--- src/rtl/vga_demo_sequencer.sv ---
// Startup and mode sequencer for the VGA demo core: gates core reset on a qualified PLL lock, then steps the display mode at frame boundaries.
// Outputs are registered; lock loss reaches core_rst_n 3 edges after pll_locked falls; no backpressure (free-running control block).
module vga_demo_sequencer #(
    parameter int LOCK_CYCLES     = 1024,
    parameter int RESET_CYCLES    = 16,
    parameter int DEBOUNCE_CYCLES = 250000,
    parameter int FRAMES_PER_MODE = 300,
    parameter int NUM_MODES       = 4
) (
    input  logic       clk,
    input  logic       rst,
    input  logic       pll_locked,
    input  logic       btn_n,
    input  logic       vsync,
    output logic       core_rst_n,
    output logic [7:0] ui_cfg,
    output logic       run
);

    localparam int LW = (LOCK_CYCLES > 1)     ? $clog2(LOCK_CYCLES)     : 1;
    localparam int HW = (RESET_CYCLES > 1)    ? $clog2(RESET_CYCLES)    : 1;
    localparam int DW = (DEBOUNCE_CYCLES > 1) ? $clog2(DEBOUNCE_CYCLES) : 1;
    localparam int FW = (FRAMES_PER_MODE > 1) ? $clog2(FRAMES_PER_MODE) : 1;

    localparam logic [LW-1:0] LOCK_LAST = LW'(LOCK_CYCLES - 1);
    localparam logic [HW-1:0] HOLD_LAST = HW'(RESET_CYCLES - 1);
    localparam logic [DW-1:0] DB_LAST   = DW'(DEBOUNCE_CYCLES - 1);
    localparam logic [FW-1:0] FCNT_LAST = (FRAMES_PER_MODE > 0) ? FW'(FRAMES_PER_MODE - 1) : '0;
    localparam logic [2:0]    MODE_LAST = 3'(NUM_MODES - 1);
    localparam bit            AUTO_EN   = (FRAMES_PER_MODE != 0);

    typedef enum logic [1:0] {
        WAIT_LOCK  = 2'd0,
        RESET_HOLD = 2'd1,
        RUN        = 2'd2
    } state_t;

    state_t          state;
    state_t          state_nxt;
    logic            core_rst_n_nxt;
    logic            run_nxt;

    logic [1:0]      lock_sync;
    logic [1:0]      btn_sync;
    logic            lock_s;
    logic            btn_s;

    logic [LW-1:0]   lock_cnt;
    logic [HW-1:0]   hold_cnt;
    logic [DW-1:0]   db_cnt;
    logic [FW-1:0]   fcnt;

    logic            btn_db;
    logic            btn_db_q;
    logic            press;
    logic            vsync_q;
    logic            tick;
    logic            pend;
    logic            auto_hit;
    logic            adv;
    logic [2:0]      mode;
    logic [2:0]      mode_inc;

    // Two-flop synchronizers; the button idles high so its flops reset to 1.
    always_ff @(posedge clk) begin
        if (rst) begin
            lock_sync <= 2'b00;
            btn_sync  <= 2'b11;
        end else begin
            lock_sync <= {lock_sync[0], pll_locked};
            btn_sync  <= {btn_sync[0], btn_n};
        end
    end

    assign lock_s = lock_sync[1];
    assign btn_s  = btn_sync[1];

    always_ff @(posedge clk) begin
        if (rst) begin
            state      <= WAIT_LOCK;
            core_rst_n <= 1'b0;
            run        <= 1'b0;
        end else begin
            state      <= state_nxt;
            core_rst_n <= core_rst_n_nxt;
            run        <= run_nxt;
        end
    end

    always_comb begin
        state_nxt = state;
        if (!lock_s) begin
            state_nxt = WAIT_LOCK;
        end else begin
            case (state)
                WAIT_LOCK:  if (lock_cnt == LOCK_LAST) state_nxt = RESET_HOLD;
                RESET_HOLD: if (hold_cnt == HOLD_LAST) state_nxt = RUN;
                RUN:        state_nxt = RUN;
                default:    state_nxt = WAIT_LOCK;
            endcase
        end
    end

    // Outputs are decoded from the next state so they register on the same edge as the state.
    always_comb begin
        core_rst_n_nxt = 1'b0;
        run_nxt        = 1'b0;
        if (state_nxt == RUN) begin
            core_rst_n_nxt = 1'b1;
            run_nxt        = 1'b1;
        end
    end

    always_ff @(posedge clk) begin
        if (rst) begin
            lock_cnt <= '0;
            hold_cnt <= '0;
        end else begin
            if (state == WAIT_LOCK && lock_s && lock_cnt != LOCK_LAST)
                lock_cnt <= lock_cnt + 1'b1;
            else
                lock_cnt <= '0;

            if (state == RESET_HOLD && lock_s && hold_cnt != HOLD_LAST)
                hold_cnt <= hold_cnt + 1'b1;
            else
                hold_cnt <= '0;
        end
    end

    // Debounce: accept a new level only after it has differed from btn_db for DEBOUNCE_CYCLES cycles.
    always_ff @(posedge clk) begin
        if (rst) begin
            db_cnt   <= '0;
            btn_db   <= 1'b1;
            btn_db_q <= 1'b1;
        end else begin
            btn_db_q <= btn_db;
            if (btn_s == btn_db) begin
                db_cnt <= '0;
            end else if (db_cnt == DB_LAST) begin
                btn_db <= btn_s;
                db_cnt <= '0;
            end else begin
                db_cnt <= db_cnt + 1'b1;
            end
        end
    end

    assign press    = btn_db_q & ~btn_db;
    assign tick     = vsync_q & ~vsync;
    assign auto_hit = AUTO_EN && (fcnt == FCNT_LAST);
    assign adv      = pend | auto_hit;
    assign mode_inc = (mode == MODE_LAST) ? 3'd0 : mode + 3'd1;

    // A press on the tick edge re-arms pend after the clear, so it lands on the following tick.
    always_ff @(posedge clk) begin
        if (rst) begin
            vsync_q <= 1'b1;
            mode    <= 3'd0;
            pend    <= 1'b0;
            fcnt    <= '0;
        end else begin
            vsync_q <= vsync;
            if (!lock_s) begin
                pend <= 1'b0;
                fcnt <= '0;
            end else if (state == RUN) begin
                if (tick) begin
                    if (adv) begin
                        mode <= mode_inc;
                        fcnt <= '0;
                        pend <= 1'b0;
                    end else begin
                        fcnt <= fcnt + 1'b1;
                    end
                end
                if (press)
                    pend <= 1'b1;
            end
        end
    end

    assign ui_cfg = {5'b00000, mode};

endmodule

--- config.mk ---
export PLATFORM = sky130hd
export DESIGN_NAME = vga_demo_sequencer
export DESIGN_NICKNAME = d
export VERILOG_FILES = /design/src/rtl/vga_demo_sequencer.sv
export SDC_FILE = /design/constraint.sdc
export NUM_CORES = 1
export LEC_CHECK = 0
export ABC_AREA = 1
export CAP_MARGIN = 20
export CORE_MARGIN = 8
export CORE_UTILIZATION = 62
export DETAILED_ROUTE_END_ITERATION = 7
export DONT_BUFFER_PORTS = 1
export GPL_TIMING_DRIVEN = 0
export PLACE_DENSITY = 0.81
export SYNTH_ARGS = -nofsm -noshare
export SYNTH_HDL_FRONTEND = slang
export SYNTH_SLANG_ARGS = --single-unit
--- constraint.sdc ---
create_clock -name clk -period 2 [get_ports clk]
set_input_delay 0.4 -clock clk [delete_from_list [all_inputs] [get_ports clk]]
set_output_delay 0.4 -clock clk [all_outputs]
set_load 0.03 [all_outputs]
==> impl_metrics.csv <==
group,metric,value,unit
run_status,outcome,"complete, no violations",
clock_network,cts_buffers,5,
final_layout,utilization,67.58,%
synthesis,syn_inst,348,
route,drt_iter0_markers,79,
final_layout,design_area,0.002684,mm^2
global_routing,grt_pass1_vias,1867,
min_path,hold_path_depth,1,
pwr,p_per_area,643.2,mW/mm^2
global_routing,gr-total-overflow,0,
global_routing,grt_pass1_wl,7541,um
final_layout,drive_gt1_share,9.444,%
synthesis,syn_area,0.002525,mm^2
clock_network,clk_latency,300,ps
final_layout,fin_nets,369,
synthesis,avgSynthCellArea,7.256,um^2
clock_network,cts_tree,"done",
placed_design,hpwl,3189,um
setup_path,reg2regPathDepth,8,
global_routing,antenna_found_initial,0,
final_layout,areaGrowthSynthToFinish,6.293,%
floorplan,die_y,79.82,um
placed_design,place_area,0.002603,mm^2
clock_network,cts_hold_buf,0,
setup_path,crit_required,2200,ps
timing,clock.fmax,585.6,MHz
route,wl,4269,um
clock_network,post-cts-setup-buffer-count,0,
run,maxCapViolations,0,
global_routing,grt_max_degree,16,
timing,tns,0,ps
global_routing,grt.total_usage,14.70,%
placed_design,io_buffers,0,
setup_path,crit_slowest_cell,"dfxtp_1",
placed_design,gp_congestion,0.8498,
setup_path,r2r_end,"db_cnt[14]$_SDFF_PP0_",
pwr,p_seq_share,63.9,%
clock_network,htree_levels,2,
synthesis,yosys_warnings,0,
setup_path,crit_arrival,1900,ps
clock_network,ctsResizeCount,0,
synthesis,synthFlopType,"dfxtp_1",
route,vias,2028,
pwr,clkPwrFrac,33.6,%
synthesis,async_flop_share,0,%
min_path,hold_path_class,"input pin to flip-flop",
route,postRouteAntennaNets,0,
floorplan,boundaryPins,15,
pwr,intPower,1.361,mW
min_path,min_to,"lock_sync[0]$_SDFF_PP0_",
setup_path,crit_path_end_kind,"flip-flop",
synthesis,seq_area_frac_synth,43.61,%
clock_network,cts.sinks,55,
timing,rsz0062_at_grt,"no",
pwr,p_sw,365.6,uW
final_layout,num_antenna_cells,0,
route,drcViolationCount,0,
clock_network,clockBufferDepth,2,
floorplan,rows,23,
timing,finalHoldViolations,0,
route,vias_per_cell,4.946,
final_layout,final_cell_mix,"81 x nand2_1, 62 x nor2_1, 55 x dfxtp_1",
floorplan,floorplan.die_area,0.006370,mm^2
synthesis,ys_ff_latch,55,
pwr,combPwrFrac,2.5,%
synthesis,synth-edff-count,0,
synthesis,yosysUniqueCellTypes,29,
clock_network,clock-root-buffer,"clkbuf_8",
timing,final.setup.worst_slack,292.5,ps
setup_path,crit_chain,"ha_1 -> nand3_2 -> or2_4 -> nor2_4 -> nand2_2 -> nand2_4 -> buf_12 -> nor2_1",
floorplan,core-area,0.003971,mm^2
clock_network,clk_pin_slew,90,ps
floorplan,start_util,63.58,%
route,wl_per_cell,10.41,um
floorplan,chipWidth,79.82,um
timing,min_period,1708,ps
pwr,p_leak,1.053,nW
pwr,irDropWorstVdd,365.9,uV
setup_path,critPathTopFamily,"simple AND/OR/NAND/NOR gates",
timing,timing.final.crit_share,85.38,%
setup_path,regToRegSetupSlack,290,ps
setup_path,slowest_delay,440,ps
setup_path,start_kind,"flip-flop",
placed_design,dp_slack,289.7,ps
timing,setup_viol,0,
setup_path,crit_type,"flip-flop to flip-flop",
setup_path,crit_buf_inv,1,
pwr,switching_share,21.18,%
route,first_pass_iters,4,
min_path,hold_start,"rst",
timing,fin_skew,9.155,ps
timing,slew_violations,0,
final_layout,final_common_cell,"nand2_1",
setup_path,r2r_start,"db_cnt[0]$_SDFF_PP0_",
setup_path,critPathMaxFanout,10,
[routing by layer]
layer	GRT usage [%]	vias up	share of wire, %
li1	-	1083	-
met1	15.11	912	46
met2	26.81	28	49
met3	4.054	5	4.1
met4	6.909	0	1.6
met5	0	-	0
[synthesized netlist by cell type, types with 4 or more instances]
cell type | instances | area share, %
or2_2 | 5 | 1.2
nand3_1 | 17 | 3.4
nand2_1 | 81 | 12
buf_4 | 6 | 1.8
xor2_1 | 12 | 4.2
dfxtp_1 | 55 | 44
o21ai_0 | 4 | 0.79
nor3_1 | 5 | 0.99
nor2_1 | 62 | 9.2
nor2_2 | 9 | 2.2
nand4_1 | 5 | 1.2
inv_1 | 46 | 6.8
ha_1 | 5 | 2.5
a21oi_1 | 16 | 3.2
[metrics by stage]
stage	std cells	power [mW]	hold slack (ps)
detailed placement	402	1.172	396.0
finish	410	1.726	161.7
floorplan	352	1.166	388.3
CTS	410	1.749	149.4
global placement	402	1.171	393.2
global route	410	1.798	140.9
[final cells by class]
class / count / area [um^2]
well taps: 50 / 62.56
plain buffers: 7 / 65.06
clock inverters: 1 / 5.005
inverters: 46 / 172.7
fillers: 346 / 1287
multi-input cells: 244 / 1201
flip-flops and latches: 55 / 1101
clock buffers: 7 / 76.32
[how the worst max path moves through the flow]
stage | start | end | slack, ps | depth (start not counted)
final | db_cnt[0]$_SDFF_PP0_ | db_cnt[14]$_SDFF_PP0_ | 290 | 8
after global routing | db_cnt[0]$_SDFF_PP0_ | db_cnt[14]$_SDFF_PP0_ | 160 | 8
after CTS | db_cnt[0]$_SDFF_PP0_ | db_cnt[14]$_SDFF_PP0_ | 260 | 8
after detailed placement | db_cnt[0]$_SDFF_PP0_ | db_cnt[14]$_SDFF_PP0_ | 290 | 8
after global placement | db_cnt[0]$_SDFF_PP0_ | db_cnt[14]$_SDFF_PP0_ | 330 | 8
after floorplan | db_cnt[0]$_SDFF_PP0_ | db_cnt[14]$_SDFF_PP0_ | 480 | 8
[power by group through the flow]
stage          registers, mW  clock network, mW  logic, mW
3_5_place_dp            1.13                  0     0.0425
4_1_cts                 1.10              0.603     0.0426
2_1_floorplan           1.13                  0     0.0379
5_1_grt                 1.10              0.646     0.0472
3_3_place_gp            1.13                  0     0.0419
6_report                1.10              0.580     0.0426
[cells by family (layout without fill, tap and decap cells)]
family                     after synthesis  count (layout)  share of synthesized area (%)
adders and majority gates                5               5                          2.478
xor gates and xnor gates                15              15                          5.203
and+or+nand+nor                        196             196                          34.34
other                                    1               5                         0.1485
buffers and inverters                   53              61                          9.415
AOI/OAI and AO/OA                       23              23                          4.807
DFF                                     55              55                          43.61
[state kept, by name, summed over array words and instances, names as in the netlist]
name	count
db_cnt	18
lock_cnt	10
fcnt	9
hold_cnt	4
mode	3
btn_sync	2
lock_sync	2
state	2
btn_db	1
btn_db_q	1
pend	1
run	1
vsync_q	1
(Power assumes the default switching activity.)
